==> config.mk <==
export PLATFORM = sky130hd
export DESIGN_NAME = mul_sgn_trunc_pipe
export DESIGN_NICKNAME = d
export VERILOG_FILES = /design/src/rtl/mul_sgn_trunc_pkg.sv /design/src/rtl/mul_sgn_trunc_core.sv /design/src/rtl/mul_sgn_trunc_pipe.sv
export SDC_FILE = /design/constraint.sdc
export NUM_CORES = 1
export LEC_CHECK = 0
export ABC_CLOCK_PERIOD_IN_PS = 5440
export CAP_MARGIN = 20
export CORE_UTILIZATION = 45
export CTS_BUF_LIST = sky130_fd_sc_hd__clkbuf_4 sky130_fd_sc_hd__clkbuf_8
export CTS_CLUSTER_DIAMETER = 60
export DETAILED_ROUTE_END_ITERATION = 7
export PLACE_DENSITY = 0.75
export REMOVE_ABC_BUFFERS = 1
export SYNTH_ARGS = -nofsm -noshare
export SYNTH_HDL_FRONTEND = slang
export SYNTH_SLANG_ARGS = --single-unit
==> constraint.sdc <==
create_clock -name clock -period 5.44 [get_ports clock]
set_clock_uncertainty 0.1 [all_clocks]
set_input_delay 1.088 -clock clock [delete_from_list [all_inputs] [get_ports clock]]
set_output_delay 1.088 -clock clock [all_outputs]
set_load 0.01 [all_outputs]
==> src/rtl/mul_sgn_trunc_pkg.sv <==
// Shared helpers for the truncated signed multiplier: product width, truncation bias, stage record.
package mul_sgn_trunc_pkg;

    function automatic int prod_width(int width);
        return 2 * width;
    endfunction

    // Expected value of the dropped columns, rounded to a multiple of 2^trunc.
    function automatic int comp_k(int trunc);
        if (trunc < 1) return 0;
        return ((((trunc - 1) << trunc) + 1 + (1 << (trunc + 1))) >> (trunc + 2)) << trunc;
    endfunction

    typedef struct packed {
        logic valid;
        logic exact;
    } stage_ctl_t;

endpackage

==> src/rtl/mul_sgn_trunc_core.sv <==
// Combinational Baugh-Wooley partial-product array with optional column truncation.
// MUL_SGN_TRUNC_COMP_EN adds the constant truncation bias to approximate products.
module mul_sgn_trunc_core
    import mul_sgn_trunc_pkg::*;
#(
    parameter int WIDTH = 8,
    parameter int TRUNC = 5
) (
    input  logic [WIDTH-1:0]   a,
    input  logic [WIDTH-1:0]   b,
    input  logic               exact,
    output logic [2*WIDTH-1:0] p
);

    localparam int PW = prod_width(WIDTH);

    logic [PW-1:0] pos_row;
    logic [PW-1:0] neg_row;
    logic [PW-1:0] pos_sum;
    logic [PW-1:0] neg_sum;
    logic [PW-1:0] bias;

`ifdef MUL_SGN_TRUNC_COMP_EN
    localparam logic [PW-1:0] K = PW'(comp_k(TRUNC));
    assign bias = (!exact && TRUNC >= 1) ? K : '0;
`else
    assign bias = '0;
`endif

    // Terms with exactly one sign bit carry negative weight; they accumulate separately.
    always_comb begin
        pos_row = '0;
        neg_row = '0;
        pos_sum = '0;
        neg_sum = '0;
        for (int j = 0; j < WIDTH; j++) begin
            pos_row = '0;
            neg_row = '0;
            for (int i = 0; i < WIDTH; i++) begin
                if ((exact || (i + j) >= TRUNC) && a[i] && b[j]) begin
                    if ((i == WIDTH - 1) != (j == WIDTH - 1))
                        neg_row[i + j] = 1'b1;
                    else
                        pos_row[i + j] = 1'b1;
                end
            end
            pos_sum = pos_sum + pos_row;
            neg_sum = neg_sum + neg_row;
        end
        p = pos_sum - neg_sum + bias;
    end

endmodule

==> src/rtl/mul_sgn_trunc_pipe.sv <==
// Pipelined signed WIDTH x WIDTH truncated multiplier with valid/ready flow control.
// MUL_SGN_TRUNC_COMP_EN (see core) enables the truncation bias on approximate beats.
module mul_sgn_trunc_pipe
    import mul_sgn_trunc_pkg::*;
#(
    parameter int WIDTH       = 8,
    parameter int TRUNC       = 5,
    parameter int PIPE_STAGES = 2
) (
    input  logic               clock,
    input  logic               reset,
    input  logic               in_valid,
    output logic               in_ready,
    input  logic [WIDTH-1:0]   a,
    input  logic [WIDTH-1:0]   b,
    input  logic               exact,
    output logic               out_valid,
    input  logic               out_ready,
    output logic [2*WIDTH-1:0] o
);

    localparam int PW = prod_width(WIDTH);

    stage_ctl_t       s1_ctl;
    logic [WIDTH-1:0] s1_a;
    logic [WIDTH-1:0] s1_b;
    logic [PW-1:0]    core_p;
    logic             en;

    // Whole pipe advances in lockstep; bubbles are not squeezed out.
    assign en       = !out_valid || out_ready;
    assign in_ready = en;

    // exact resets high so a reset stage-1 record yields a zero product even with bias enabled.
    always_ff @(posedge clock) begin
        if (reset) begin
            s1_ctl.valid <= 1'b0;
            s1_ctl.exact <= 1'b1;
            s1_a         <= '0;
            s1_b         <= '0;
        end else if (en) begin
            s1_ctl.valid <= in_valid;
            s1_ctl.exact <= exact;
            s1_a         <= a;
            s1_b         <= b;
        end
    end

    mul_sgn_trunc_core #(
        .WIDTH (WIDTH),
        .TRUNC (TRUNC)
    ) u_core (
        .a     (s1_a),
        .b     (s1_b),
        .exact (s1_ctl.exact),
        .p     (core_p)
    );

    generate
        if (PIPE_STAGES == 1) begin : g_one
            assign out_valid = s1_ctl.valid;
            assign o         = core_p;
        end else begin : g_multi
            localparam int NR = PIPE_STAGES - 1;

            logic [NR-1:0] vld;
            logic [PW-1:0] dat [NR];

            always_ff @(posedge clock) begin
                if (reset) begin
                    vld <= '0;
                    for (int k = 0; k < NR; k++) dat[k] <= '0;
                end else if (en) begin
                    vld[0] <= s1_ctl.valid;
                    dat[0] <= core_p;
                    for (int k = 1; k < NR; k++) begin
                        vld[k] <= vld[k-1];
                        dat[k] <= dat[k-1];
                    end
                end
            end

            assign out_valid = vld[NR-1];
            assign o         = dat[NR-1];
        end
    endgenerate

endmodule

======== After elaboration in Yosys (flattened, before gate mapping) ========
Memory sizes are Yosys's and may differ from the RTL's.
Index checks and enable logic that the tools add are counted.
word-level totals
  flip-flop bits (word level) ............. 19
  bits in read-only memories .............. 0
  bits in latches ......................... 0
  memories kept ........................... 1
  output and inout bits ................... 18
  memory bits (writable) .................. 16
operators by class
  equal/unequal tests ..................... 0
  $lt $le $gt $ge ......................... 0
  div/mod/pow operators ................... 0
  add/sub/neg operators ................... 15
  shift-type cells ........................ 0
  $mul .................................... 0
  muxes and demuxes ....................... 71
  reduce and logical (&&, ||, !) cells .... 72
  bitwise gates (word level) .............. 0
memories
  memory       words  bits a word  rd ports  clocked after memory_dff  write ports  line                      source
  g_multi.dat  1      16           1         0                         1            mul_sgn_trunc_pipe.sv:67  logic [PW-1:0] dat [NR];
operator list
  cell               number
  $mux 1             70
  $logic_and 1x1->1  69
  $add 16x10->16     2
  $add 16x11->16     2
  $add 16x12->16     2
  $add 16x13->16     2
  $add 16x14->16     2
  $add 16x15->16     1
  $add 16x9->16      1
  $mux 16            1
  $reduce_or 16->1   1
  $sub 16x16->16     1
  $add 8x9->10       1
  $add 7x8->9        1
  $logic_not 1->1    1
  $logic_or 1x1->1   1

======== Depth between registers and ports, before layout ========
Gate-level depths: netlist of run 1.
  word-level depth ........................ 12
  depth in mapped cells ................... 25
  gate-level depth less buffers ........... 24

======== By module ========
Synthesis of run 1 repeated with hierarchy kept, for this count alone.
second synthesis, totals
  cell total of the unflattened synthesis .. 418
  area total of the unflattened synthesis .. 4221.5 um^2
modules (own cells, without submodules)
  module              area an instance (um^2)  instances  sequential area each (um^2)  cells each
  mul_sgn_trunc_core  2576.2                   1          0.0                          297
  mul_sgn_trunc_pipe  1645.3                   1          860.8                        121

======== Worst setup path after synthesis of run 1 ========
No wires, ideal clock.
  path kind ............................... register to register
  from .................................... register s1_ctl[0] (netlist name)
  to ...................................... memory g_multi.dat[0][15] (netlist name) (data pin)
  setup slack ............................. -465 ps
  buffers on the path ..................... 1
  period minus slack after synthesis ...... 5905 ps
  data arrival time ....................... 5673 ps
  cell stages (with the launch flop) ...... 26
  library setup time ...................... 131 ps
  data required time ...................... 5209 ps
  cells stage by stage .................... dfxtp_1 clkbuf_1 and3_1 ha_1 inv_1 fa_1 nor2b_1 o21ai_0 a21oi_1 mux2i_1 o311ai_1 fa_1 inv_1 ha_1 inv_1 fa_1 fa_1 inv_1 fa_1 inv_1 ha_1 a21o_1 and3_1 a211o_1 or4_1 nand2_1
between the ends
  cells in the longest elaborated chain, start to end .. 12
  elaborated cells on any way between the ends .. 44
  those cells by class .................... add/sub (8); mux (16); reduce/logical (20)
ends and longest elaborated chain
  element                          line                      source
  $logic_and 1x1->1 (2 in series)  mul_sgn_trunc_core.sv:40  if ((exact || (i + j) >= TRUNC) && a[i] && b[j]) begin
  $mux 1                           mul_sgn_trunc_core.sv:40
  $add 7x8->9                      mul_sgn_trunc_core.sv:47  pos_sum = pos_sum + pos_row;
  $add 16x9->16                    mul_sgn_trunc_core.sv:47
  $add 16x10->16                   mul_sgn_trunc_core.sv:47
  $add 16x11->16 *                 mul_sgn_trunc_core.sv:47
  $add 16x12->16 *                 mul_sgn_trunc_core.sv:47
  $add 16x13->16 *                 mul_sgn_trunc_core.sv:47
  $add 16x15->16 *                 mul_sgn_trunc_core.sv:47
  $sub 16x16->16 *                 mul_sgn_trunc_core.sv:50  p = pos_sum - neg_sum + bias;
  $mux 16 (no line) *              --
  end, declared                    mul_sgn_trunc_pipe.sv:67
Mark *: on every way between the ends. The rest lies on a longest branch, timed or not.

======== Final worst setup path of run 1 ========
  from .................................... register s1_ctl[0] (netlist name)
  to ...................................... memory g_multi.dat[0][15] (netlist name) (data pin)
between the ends
  cells in the longest elaborated chain, start to end .. 12
  elaborated cells on any way between the ends .. 44
  those cells by class .................... add/sub (8); mux (16); reduce/logical (20)
ends and longest elaborated chain
  element                          line
  $logic_and 1x1->1 (2 in series)  mul_sgn_trunc_core.sv:40
  $mux 1                           mul_sgn_trunc_core.sv:40
  $add 7x8->9                      mul_sgn_trunc_core.sv:47
  $add 16x9->16                    mul_sgn_trunc_core.sv:47
  $add 16x10->16                   mul_sgn_trunc_core.sv:47
  $add 16x11->16 *                 mul_sgn_trunc_core.sv:47
  $add 16x12->16 *                 mul_sgn_trunc_core.sv:47
  $add 16x13->16 *                 mul_sgn_trunc_core.sv:47
  $add 16x15->16 *                 mul_sgn_trunc_core.sv:47
  $sub 16x16->16 *                 mul_sgn_trunc_core.sv:50
  $mux 16 (no line) *              --
Marked as above.

==> flow_summary.yaml, run 1 <==
run_status:
  status: "finished with violations"
  violations: "setup timing"
critical_path:
  crit-reg2reg-launch: "s1_ctl[0]"
  r2r.worst_path.cells: 22
  critPathKind: "reg -> reg"
  r2r_slack_ns: -0.14
  capture_instance_of_the_worst_register_to_register_path: "g_multi.dat[0][15]"
  crit_path_required_time_ns: 5.51
  crit_path_start_kind: "flop"
  worst-endpoint-arrival_ns: 5.64
  crit_path_max_fanout: 4
  cp-end-kind: "flop"
clocking:
  cts_tree: "done"
  cts.path.max_buffers: 2
  clk_pin_slew_worst_paths_ns: 0.09
  numCtsBuffers: 5
  clkLatencyLatePin_ns: 0.31
  cts-root-buf: "clkbuf_8"
  cts_max_level: 2
  cts_num_sinks: 35
floorplanning:
  row_count: 33
  boundaryPins: 39
  initial_core_util_pct: 46.2
  floorplan.die_area_um2: 8760
  core_region_area_um2: 8180
  die-width_um: 93.6
  fp.dieH_um: 93.6
yosys:
  synth_adder_area_share_pct: 38.7
  synth_flop_cell: "dfxtp_1"
  synth_area_per_cell_um2: 8.80
  synthCells: 429
  yosysSeqAreaShare_pct: 22.8
  synth.ff_latch_count: 35
  combinational_family_with_the_most_area_after_synthesis: "adder cells"
  synthDistinctLibCells: 37
  synthArstFlopShare_pct: 0
  synth_xor_xnor_area_share_pct: 1.86
  mux_cell_area_share_after_synthesis_pct: 0.265
  synth_enable_flop_cells: 16
  synth_compound_gate_area_share_pct: 8.69
  synth-simple-area-share_pct: 18.7
  synth.cell_area_um2: 3770
  yosys_warnings: 0
global_route:
  groute.usage.overall_pct: 19.5
  grt_overflow: 0
  grt_max_degree: 23
  first_pass_grt_wire_length_um: 13400
  first_global_vias: 3041
  antenna_found_initial: 0
placed_design:
  place_inst: 587
  place_congestion: 0.956
  placement.setup.worst_slack_ns: -0.346
  place_area_um2: 4450
  port_buffers: 38
  detailed_place_hpwl_um: 6100
detailed_routing:
  routed_wirelength_um: 8060
  route.detailed.wl_per_inst_um: 13.3
  routed_antenna_nets: 0
  starting_drc_count_in_detailed_routing: 109
  remaining_drc_errors: 0
  firstDrtPassIters: 4
  routed_vias_inst: 5.12
  number_of_vias_after_detailed_routing: 3094
sta:
  final.hold.worst_slack_ns: 0.359
  fmaxAchievable_ghz: 0.179
  max_slew_violations: 0
  final.period_utilization_pct: 103
  setup_slack_after_layout_ns: -0.137
  rsz0062_at_grt: "true"
  min_period_ns: 5.58
  timing.max_slew.rel_slack_pct: 48.1
  finalHoldViolCount: 0
  max_slew.worst_pin.slew_ns: 0.779
  final_setup_violation_count: 7
cells_and_area:
  areaGrowthSynthToFinish_pct: 26.2
  share_of_the_core_filled_with_cells_in_the_final_layout_pct: 58.2
  fillCellCount: 696
  finalNetCount: 614
  most-common-layout-cells: "inv_1, nand2_1, ha_1, clkdlybuf4s50_1, buf_4"
  multiInputGateArea_um2: 2720
  n_antenna_cell: 0
  final_cell_count_no_fill: 604
  stdcell_area_um2: 4760
  mostFrequentLayoutCell: "inv_1"
  final-seq-area_um2: 863
  layout-drive-gt1-share_pct: 15.8
worst_hold_path:
  holdPathStages: 2
  hp-start: "s1_ctl[1]"
  worst_hold_path_type: "reg -> reg"
  timing.hold.worst_endpoint: "s1_ctl[1]"
power:
  p_leak_nw: 2.32
  ir_worst_vdd_v: 0.000193
  cellPowerDensity_nw_per_um2: 330
run:
  cap_viol_max_count: 0
-- sequential cells by signal, summed over array words and instances, names as in the netlist --
signal	count
g_multi.dat	16
out_valid	1
s1_a	8
s1_b	8
s1_ctl	2
-- timing repair --
action	CTS	global route
endpoints found under the setup margin	8	8
hold buffers	0	0
pin swaps	27	11
gates resized for setup	31	6
setup buffers	6	3
-- where the power goes --
| part | leakage, nW | internal, mW | switching [mW] |
|---|---|---|---|
| Combinational | 1.92 | 0.515 | 0.483 |
| Clock | 0.0494 | 0.0926 | 0.120 |
| Sequential | 0.344 | 0.340 | 0.0205 |
| Total | 2.32 | 0.948 | 0.623 |
-- area by class of cell --
class                   count  area share (%)
repair buffers             77            14.2
multi-input cells         303            57.0
clock inverters             3           0.447
clock buffers               5            1.45
inverters                  76            5.99
well taps                 105            2.76
flip-flops and latches     35            18.1
-- synthesized netlist by cell type (6+ instances only) --
cell / count / share of area (%)
nand3_1: 7 / 0.93
nor2_1: 12 / 1.2
dfxtp_1: 19 / 10
fa_1: 36 / 19
ha_1: 59 / 20
a21o_1: 6 / 1.2
nand2_1: 66 / 6.6
and2_1: 28 / 4.6
clkbuf_1: 14 / 1.4
inv_1: 76 / 7.6
nor3_1: 9 / 1.2
and3_1: 10 / 1.7
a21oi_1: 26 / 3.4
edfxtp_1: 16 / 13
-- per-stage QoR --
step | total power, mW | TNS (ns)
floorplan | 0.919 | -0.941
global placement | 1.19 | -0.953
detailed placement | 1.21 | -1.70
CTS | 1.53 | -0.246
global route | 1.70 | -2.70
finish | 1.57 | -0.650
-- logic make-up after synthesis --
| logic type | after synthesis |
|---|---|
| xor+xnor | 8 |
| simple gates | 146 |
| mux | 1 |
| compound gates | 53 |
| fa+ha+maj | 95 |
| buf+inv | 91 |
| flops | 35 |
-- routing by layer --
metal	share of wire [%]	wire length (um)	vias up	track usage, %
met5	0	0	-	0
met4	2.3	189	0	6.79
met3	3.6	294	17	2.60
met2	50	4030	75	35.0
met1	44	3540	1479	23.8
li1	-	-	1523	-
-- worst max-delay path by stage --
stage                               endpoint       from  slack (ns)
final                     g_multi.dat[0][15]  s1_ctl[0]       -0.14
after global routing      g_multi.dat[0][14]  s1_ctl[0]       -0.40
after CTS                 g_multi.dat[0][14]  s1_ctl[0]       -0.11
after detailed placement  g_multi.dat[0][15]  s1_ctl[0]       -0.35
after global placement    g_multi.dat[0][14]  s1_ctl[0]       -0.22
after floorplan           g_multi.dat[0][15]  s1_ctl[0]       -0.34
-- critical path: stages, from the launching register on --
cell and delay, ns:
dfxtp_2 0.36, and3_4 0.19, ha_4 0.13, inv_2 0.03, fa_2 0.36, nor2b_2 0.17
o21ai_2 0.09, a21oi_2 0.16, mux2i_1 0.23, o311ai_2 0.14, fa_2 0.56, inv_2 0.05
ha_4 0.20, ha_1 0.29, ha_1 0.32, fa_1 0.54, inv_1 0.04, ha_1 0.33
a21o_1 0.22, a21oi_4 0.22, a21oi_1 0.11, or4_1 0.50, nand2_1 0.08
Power figures use the tool's default switching activity.
==> inputs of run 2 (changes only) <==
TNS_END_PERCENT = 30   (was not set)
==> run 2 against run 1 <==
Net effect: the run still ends with setup timing left; sequential share of layout area grew 0.062 points; utilization is 0.20 points lower; flip-flop and latch count unchanged; critical path depth increased by 3; global-route usage fell by 0.10 points; register-to-register slack about the same; via count shrank 1.4%; critical path type unchanged; largest power group unchanged.
==> flow_summary.yaml, run 2 (same netlist as run 1, synthesis figures left out) <==
run_status:
  status: "finished with violations"
  violations: "setup timing"
sta:
  setup_tns_ns: -0.588
  final.hold.worst_slack_ns: 0.360
  max_slew_violations: 0
  min_period_ns: 5.59
  rsz0062_at_grt: "true"
  setup_slack_after_layout_ns: -0.150
  final_setup_violation_count: 7
  finalHoldViolCount: 0
  fmaxAchievable_ghz: 0.179
  timing.max_slew.rel_slack_pct: 46.2
  final.period_utilization_pct: 103
  max_slew.worst_pin.slew_ns: 0.807
critical_path:
  cp-end-kind: "flop"
  crit_slowest_cell: "fa_2"
  critPathKind: "reg -> reg"
  worst-endpoint-arrival_ns: 5.53
  cp_slowest_stage_delay_ns: 0.56
  timing.critical_path.mode_cell: "inv_2"
  crit_path_max_fanout: 4
  crit_path_start_kind: "flop"
  crit_path_required_time_ns: 5.38
detailed_routing:
  starting_drc_count_in_detailed_routing: 117
  routed_wirelength_um: 8010
  firstDrtPassIters: 5
  route.detailed.wl_per_inst_um: 13.3
  number_of_vias_after_detailed_routing: 3052
  routed_antenna_nets: 0
  remaining_drc_errors: 0
  routed_vias_inst: 5.06
cells_and_area:
  mostFrequentLayoutCell: "inv_1"
  largest-register: "g_multi.dat"
  stdcell_area_um2: 4750
  finalNetCount: 613
  largest_register_ffs: 16
  largest_registers: "g_multi.dat: 16 flops, s1_a: 8 flops, s1_b: 8 flops"
  fillCellCount: 699
  share_of_the_core_filled_with_cells_in_the_final_layout_pct: 58.1
  n_antenna_cell: 0
  areaGrowthSynthToFinish_pct: 25.8
  most-common-layout-cells: "inv_1, nand2_1, ha_1, clkdlybuf4s50_1, buf_4"
  layout-drive-gt1-share_pct: 15.5
clocking:
  cts_num_sinks: 35
  cts.path.max_buffers: 2
  cts-root-buf: "clkbuf_8"
  cts_max_level: 2
  clkLatencyLatePin_ns: 0.31
  cts_tree: "done"
  clk_pin_slew_worst_paths_ns: 0.09
  numCtsBuffers: 5
floorplanning:
  boundaryPins: 39
  row_count: 33
  fp.dieH_um: 93.6
  floorplan.die_area_um2: 8760
  die-width_um: 93.6
  core_region_area_um2: 8180
  initial_core_util_pct: 46.2
power:
  report.power.total_mw: 1.54
  cellPowerDensity_nw_per_um2: 325
  ir_worst_vdd_v: 0.000195
  p_leak_nw: 2.31
global_route:
  first_pass_grt_wire_length_um: 13300
  grt_max_degree: 23
  groute.usage.overall_pct: 19.4
  first_global_vias: 3028
  antenna_found_initial: 0
  grt_overflow: 0
placed_design:
  detailed_place_hpwl_um: 6100
  place_congestion: 0.956
  place_area_um2: 4450
  port_buffers: 38
worst_hold_path:
  worst_hold_path_type: "reg -> reg"
run:
  cap_viol_max_count: 0
run 2: cell count changes in the layout (fill, tap and decap cells not counted):
cell	previous run	this run
a21oi_1	22	23
a21oi_2	3	2
buf_4	38	37
inv_1	72	71
inv_2	4	5
nand2_1	65	66
nand2_2	1	0
nor3_1	7	6
nor3_2	2	3
xnor2_1	2	3
xnor2_2	1	0
run 2: through the flow:
stage	std cells	setup slack, ns
finish	603	-0.150
global route	603	-0.403
CTS	600	-0.108
detailed placement	587	-0.346
global placement	587	-0.219
floorplan	414	-0.345
run 2: final timing paths:
kind	startpoint	endpoint	slack (ns)	cells after the start
max reg2reg	s1_ctl[0]	g_multi.dat[0][10]	-0.15	25
max	s1_ctl[0]	g_multi.dat[0][10]	-0.15	25
min reg2reg	s1_ctl[1]	s1_ctl[1]	0.36	2
min	s1_ctl[1]	s1_ctl[1]	0.36	2
run 2: worst max-delay path, delay by kind of cell (launching register included):
family,cells,cell delay (ns)
adders and majority gates,8,2.88
muxes,1,0.23
buffers and inverters,6,0.36
AOI/OAI and AO/OA,7,0.98
DFF,1,0.36
and+or+nand+nor,3,0.40
run 2: power by group:
| part | leakage [nW] | total, mW | internal [mW] | switching (mW) |
|---|---|---|---|---|
| Clock | 0.0494 | 0.213 | 0.0926 | 0.120 |
| Combinational | 1.91 | 0.970 | 0.500 | 0.471 |
| Sequential | 0.344 | 0.360 | 0.340 | 0.0203 |
| Total | 2.31 | 1.54 | 0.932 | 0.611 |
run 2: cell type report:
cell class	instances	area [um^2]	area share (%)
multi-input combinational	303	2710	57.0
tap	105	131	2.77
timing repair buffer	76	669	14.1
clock inverter	3	21.3	0.448
sequential	35	863	18.2
clock buffer	5	68.8	1.45
inverter	76	285	6.01
run 2: what timing repair did:
item	CTS	global route
endpoints found under the setup margin	8	8
pin swaps	27	16
hold buffers	0	0
buffers inserted	5	3
gates resized for setup	31	5
run 2: layer usage:
metal	vias to the layer above	wire [um]	track usage (%)
met5	-	0	0
met4	0	146	6.79
met3	11	337	2.60
met2	68	4040	34.7
met1	1454	3490	23.7
li1	1519	-	-
